### src/rtl/regfile_multiport_pkg.sv
// Shared definitions for the multiport register file.
// Holds the default geometry and the clear-FSM state encoding
// used by regfile_multiport and regfile_clear_seq.
package regfile_multiport_pkg;

    localparam int RISC_V_DATA_WIDTH           = 32;
    localparam int REGISTER_FILE_ADDRESS_WIDTH = 5;
    localparam int REGISTER_FILE_NUM           = 2;

    typedef enum logic {
        RF_CLEAR = 1'b0,
        RF_READY = 1'b1
    } rf_state_e;

endpackage

### src/rtl/regfile_clear_seq.sv
// Clear sequencer for the register file.
// After reset, or on clear_req while ready, walks every entry index from 0
// up to DEPTH-1 (one per cycle) and then reports ready.
// Ports:
//   clk        - clock, rising edge
//   rst        - synchronous active-high reset (restarts the walk at 0)
//   clear_req  - start a new walk; ignored while a walk is in progress
//   ready      - high when no walk is in progress
//   clear_we   - zero entry clear_addr this cycle
//   clear_addr - entry being zeroed
module regfile_clear_seq
    import regfile_multiport_pkg::*;
#(
    parameter int ADDR_WIDTH = REGISTER_FILE_ADDRESS_WIDTH
) (
    input  logic                  clk,
    input  logic                  rst,
    input  logic                  clear_req,
    output logic                  ready,
    output logic                  clear_we,
    output logic [ADDR_WIDTH-1:0] clear_addr
);

    rf_state_e             r_state;
    rf_state_e             w_next_state;
    logic [ADDR_WIDTH-1:0] r_cnt;
    logic [ADDR_WIDTH-1:0] w_next_cnt;

    always_ff @(posedge clk) begin
        if (rst) begin
            r_state <= RF_CLEAR;
            r_cnt   <= '0;
        end else begin
            r_state <= w_next_state;
            r_cnt   <= w_next_cnt;
        end
    end

    always_comb begin
        w_next_state = r_state;
        w_next_cnt   = r_cnt;
        case (r_state)
            RF_CLEAR: begin
                // The last index is all ones, so the wrap back to 0 lines up
                // with the move to READY.
                if (r_cnt == '1) begin
                    w_next_state = RF_READY;
                    w_next_cnt   = '0;
                end else begin
                    w_next_cnt = r_cnt + 1'b1;
                end
            end
            RF_READY: begin
                w_next_cnt = '0;
                if (clear_req) begin
                    w_next_state = RF_CLEAR;
                end
            end
            default: begin
                w_next_state = RF_CLEAR;
                w_next_cnt   = '0;
            end
        endcase
    end

    always_comb begin
        ready      = (r_state == RF_READY);
        clear_we   = (r_state == RF_CLEAR);
        clear_addr = r_cnt;
    end

endmodule

### src/rtl/regfile_multiport.sv
// Multiport register file with pending-bit scoreboard.
// Entry 0 is hard-wired to zero. NUM_READ registered read ports with
// write-first bypass of both data and pending bit. Contents are zeroed by a
// one-entry-per-cycle clear walk after reset or on clear_req.
// Optional feature macro: REGFILE_DEBUG_EN adds a 16-bit debug output that
// shows bits [15:0] of the highest entry.
// Ports:
//   clk, rst            - clock and synchronous active-high reset
//   clear_req, ready    - start clear walk / array usable
//   rd_addr, rd_data    - packed read indices and registered read data
//   rd_pending          - registered pending bit per read port
//   wr_en/addr/data     - write port (also clears the pending bit)
//   sb_set, sb_addr     - mark an entry pending
//   debug               - (REGFILE_DEBUG_EN only) entry DEPTH-1 bits [15:0]
module regfile_multiport
    import regfile_multiport_pkg::*;
#(
    parameter int DATA_WIDTH = RISC_V_DATA_WIDTH,
    parameter int ADDR_WIDTH = REGISTER_FILE_ADDRESS_WIDTH,
    parameter int NUM_READ   = REGISTER_FILE_NUM
) (
    input  logic                           clk,
    input  logic                           rst,
    input  logic                           clear_req,
    output logic                           ready,
    input  logic [NUM_READ*ADDR_WIDTH-1:0] rd_addr,
    output logic [NUM_READ*DATA_WIDTH-1:0] rd_data,
    output logic [NUM_READ-1:0]            rd_pending,
    input  logic                           wr_en,
    input  logic [ADDR_WIDTH-1:0]          wr_addr,
    input  logic [DATA_WIDTH-1:0]          wr_data,
    input  logic                           sb_set,
    input  logic [ADDR_WIDTH-1:0]          sb_addr
`ifdef REGFILE_DEBUG_EN
    ,
    output logic [15:0]                    debug
`endif
);

    localparam int DEPTH = 2**ADDR_WIDTH;

    logic [DATA_WIDTH-1:0]          r_mem [DEPTH];
    logic [DEPTH-1:0]               r_pending;
    logic [NUM_READ*DATA_WIDTH-1:0] r_rd_data;
    logic [NUM_READ-1:0]            r_rd_pending;

    logic                           w_ready;
    logic                           w_clear_we;
    logic [ADDR_WIDTH-1:0]          w_clear_addr;
    logic                           w_wr_ok;
    logic                           w_sb_ok;
    logic [NUM_READ*DATA_WIDTH-1:0] w_nxt_data;
    logic [NUM_READ-1:0]            w_nxt_pend;

    regfile_clear_seq #(
        .ADDR_WIDTH(ADDR_WIDTH)
    ) u_clear_seq (
        .clk       (clk),
        .rst       (rst),
        .clear_req (clear_req),
        .ready     (w_ready),
        .clear_we  (w_clear_we),
        .clear_addr(w_clear_addr)
    );

    // Writes and scoreboard sets only take effect while usable; index 0 is
    // never stored so it stays a constant zero.
    assign w_wr_ok = w_ready && !rst && wr_en  && (wr_addr != '0);
    assign w_sb_ok = w_ready && !rst && sb_set && (sb_addr != '0);

    always_ff @(posedge clk) begin
        if (w_clear_we) begin
            r_mem[w_clear_addr] <= '0;
        end else if (w_wr_ok) begin
            r_mem[wr_addr] <= wr_data;
        end
    end

    // Set is applied after clear so that a same-index set wins.
    always_ff @(posedge clk) begin
        if (w_clear_we) begin
            r_pending[w_clear_addr] <= 1'b0;
        end else begin
            if (w_wr_ok) begin
                r_pending[wr_addr] <= 1'b0;
            end
            if (w_sb_ok) begin
                r_pending[sb_addr] <= 1'b1;
            end
        end
    end

    // Next read values per port: array contents overridden by this cycle's
    // write (data and pending clear) and then by this cycle's set.
    always_comb begin
        logic [ADDR_WIDTH-1:0] v_addr;
        v_addr     = '0;
        w_nxt_data = '0;
        w_nxt_pend = '0;
        for (int unsigned k = 0; k < NUM_READ; k++) begin
            v_addr = rd_addr[k*ADDR_WIDTH +: ADDR_WIDTH];
            w_nxt_data[k*DATA_WIDTH +: DATA_WIDTH] = r_mem[v_addr];
            w_nxt_pend[k] = r_pending[v_addr];
            if (w_wr_ok && (wr_addr == v_addr)) begin
                w_nxt_data[k*DATA_WIDTH +: DATA_WIDTH] = wr_data;
                w_nxt_pend[k] = 1'b0;
            end
            if (w_sb_ok && (sb_addr == v_addr)) begin
                w_nxt_pend[k] = 1'b1;
            end
            if (v_addr == '0) begin
                w_nxt_data[k*DATA_WIDTH +: DATA_WIDTH] = '0;
                w_nxt_pend[k] = 1'b0;
            end
        end
    end

    always_ff @(posedge clk) begin
        if (rst || !w_ready) begin
            r_rd_data    <= '0;
            r_rd_pending <= '0;
        end else begin
            r_rd_data    <= w_nxt_data;
            r_rd_pending <= w_nxt_pend;
        end
    end

    assign ready      = w_ready;
    assign rd_data    = r_rd_data;
    assign rd_pending = r_rd_pending;

`ifdef REGFILE_DEBUG_EN
    assign debug = r_mem[DEPTH-1][15:0];
`endif

endmodule

### config.mk
export PLATFORM = sky130hd
export DESIGN_NAME = regfile_multiport
export DESIGN_NICKNAME = d
export VERILOG_FILES = /design/src/rtl/regfile_multiport_pkg.sv /design/src/rtl/regfile_clear_seq.sv /design/src/rtl/regfile_multiport.sv
export SDC_FILE = /design/constraint.sdc
export NUM_CORES = 2
export LEC_CHECK = 0
export ABC_CLOCK_PERIOD_IN_PS = 7800
export CAP_MARGIN = 20
export CORE_MARGIN = 2
export CORE_UTILIZATION = 25
export DETAILED_ROUTE_END_ITERATION = 10
export PLACE_DENSITY = 0.51
export SLEW_MARGIN = 0
export SYNTH_ARGS = -nofsm -noshare
export SYNTH_HDL_FRONTEND = slang
export SYNTH_SLANG_ARGS = --single-unit
### constraint.sdc
create_clock -name clk -period 7.8 [get_ports clk]
set_input_delay 0.78 -clock clk [delete_from_list [all_inputs] [get_ports clk]]
set_output_delay 0.78 -clock clk [all_outputs]
set_load 0.01 [all_outputs]
==> results_dict.tcl <==
set metrics [dict create \
    synth_edf_count 1024 \
    worst-path-stages 8 \
    drt_first_pass_iters 6 \
    drive_above_1_share 0.2723 \
    synth.distinct_cells 65 \
    cts_root_buf "clkbuf_16" \
    worstPathCellList "buf_4, and3b_1, mux2_2, or3_1, a2111oi_4, buf_4, and2_2, a211oi_1" \
    setup_viol 0 \
    utilization 0.2938 \
    hold_depth 2 \
    p_per_area_nw_per_um2 216.8 \
    finalNonFillerCells 5857 \
    p_int_uw 10070 \
    drv_cap 0 \
    synth_common_cells "edfxtp_1, mux4_2, clkbuf_1" \
    crit_path_end_kind "register" \
    p_comb_frac 0.070 \
    synth.top_cells.by_area "edfxtp_1, mux4_2, dfxtp_1, a22oi_1, mux2i_1" \
    grt_pass1_vias 31028 \
    grt.overflow.total 0 \
    hold_violations 0 \
    dp_slack_ns 2.873 \
    yosysWarningCount 0 \
    grt.total_usage 0.1674 \
    p_seq_frac 0.501 \
    syn-instance-count 2950 \
    cp.required_ns 8.37 \
    insertion_delay_ns 0.76 \
    htree_levels 3 \
    max_freq_mhz 216.5 \
    worst_slew_pin_slew_ns 1.138 \
    p_clk_frac 0.429 \
    clk_pin_slew_ns 0.07 \
    port-buffer-count 123 \
    die_y_microns 459.2 \
    detail_route.vias_per_cell 5.356 \
    synth_async_sr_flop_share 0 \
    worst_path_max_delay_cell "and2_2" \
    antenna_found_initial 5 \
    cts_tree "built" \
    crit_top_cell "buf_4" \
    cts_hold_buffers 0 \
    area_growth_pct 17.08 \
    hold_path.class "reg -> reg" \
    start_kind "register" \
    ys_ff_latch 1128 \
    crit_buf_inv 2 \
    ir_drop_uv 185.8 \
    cts_buffers 116 \
    ios 124 \
    syn_avg_cell_area_sq_um 17.56 \
    initialDrtViolationCount 4105 \
    wl_per_cell_microns 30.94 \
    p_sw_uw 3082 \
    nNetsFinal 3111 \
    synth_area_leader_cell "edfxtp_1" \
    setup_tns_ns 0 \
    cts_resized 0 \
    dp_hpwl_microns 111700 \
    critPathMaxStageDelay_ns 0.93 \
    post-route-drc-count 0 \
    rows 167 \
    fp.coreArea_sq_um 206400 \
    vias 31371 \
    cp_max_fo 33 \
    grt_max_degree 118 \
    syn_nets 3012 \
    totalWireLength_microns 181200 \
    fin_crit_ns 4.619 \
    netlist_area_sq_um 51800 \
    dpl.cell_count 5629 \
    drtAntennaViolNets 0 \
    dieArea_sq_um 210900 \
    slew_headroom 0.2411 \
    synth_ff_type "edfxtp_1" \
    skew_ns 0.04089 \
    grt_pass1_wl_microns 250800 \
    critPathKind "reg -> reg" \
    cp.arrival_ns 5.19 \
    cp_top_family "simple AND/OR/NAND/NOR gates" \
    cts_setup_buffers 0 \
    gp_congestion 0.8581 \
    ys_seq_area_frac 0.6338 \
    r2r_cells 8 \
    yosysMostFrequentCell "edfxtp_1" \
    synth_top_area_share 0.5936 \
    p_sw_frac 0.2344 \
    status "completed" \
    clockBufferDepth 3 \
    start_util 0.2509 \
    rsz0062_at_grt "false" \
    fp.dieW_microns 459.2 \
    clock_sinks 1128 \
    fin_ws_ns 3.181 \
    leakagePower_uw 0.02056 \
    final.period_utilization 0.5922 \
    slew_violations 0 \
]
[cells by family after synthesis]
kind of cell / after synthesis / share of synthesized area
simple gates: 387 / 0.03551
flops: 1128 / 0.6338
xor+xnor: 25 / 0.004227
fa+ha+maj: 5 / 0.001208
compound gates: 550 / 0.07268
buf+inv: 286 / 0.02321
mux: 569 / 0.2293
[worst paths after layout]
path | start | to | slack (ns)
min reg2reg | r_pending[11] | r_pending[11] | 0.49
max reg2reg | u_clear_seq.ready | rd_data[15] | 3.18
max | u_clear_seq.ready | rd_data[15] | 3.18
min | r_pending[11] | r_pending[11] | 0.49
[worst reg2reg max path, delay by kind of cell, from the launching register on]
kind	cells	cell delay, ns
AOI/OAI and AO/OA	2	0.74
muxes	1	0.40
DFF	1	0.68
and+or+nand+nor	3	1.76
buffers and inverters	2	0.86
[power groups by stage]
stage,registers (uW),logic [uW],clock network (uW)
global placement,6710,921,0
CTS,6580,920,5740
global route,6590,957,5950
detailed placement,6710,918,0
finish,6580,921,5640
floorplan,6700,566,0
[flip-flops by register name, summed over array words and instances, names as in the netlist]
signal and flops:
r_pending 32, u_clear_seq.clear_addr 5, rd_data 64, rd_pending 2
r_mem 1024, u_clear_seq.ready 1
[cell usage in the layout (no fill, tap or decap), drive strengths merged, types with 73 or more instances in the layout]
cell type / n
clkdlybuf4s50: 118
nand2: 138
buf: 112
mux2i: 73
a22oi: 147
clkbuf: 150
dfxtp: 104
a21oi: 133
edfxtp: 1024
mux4: 494
[stage by stage]
stage          hold WS (ns)  power, uW  instance area, sq um
2_1_floorplan        0.4444       7270                 51800
6_report             0.4883      13150                 60640
3_3_place_gp         0.4680       7632                 56570
4_1_cts              0.4819      13240                 60480
3_5_place_dp         0.4725       7631                 56670
5_1_grt              0.5038      13500                 60640
[per-layer routing]
metal / wire length [microns] / vias to the layer above / global-route usage
met1: 74480 / 16925 / 0.2274
met5: 0 / - / 0
met3: 13610 / 223 / 0.02571
li1: - / 12676 / -
met2: 86340 / 1547 / 0.2697
met4: 6809 / 0 / 0.06346
[layout make-up]
cell class,count,area [sq um]
inverters,37,138.9
clock buffers,150,3132
clock inverters,70,680.7
repair buffers,230,2330
fillers,20270,145800
diodes,2,5.005
multi-input cells,1536,18140
flip-flops and latches,1128,32830
well taps,2704,3383
Power figures use the tool's default switching activity.
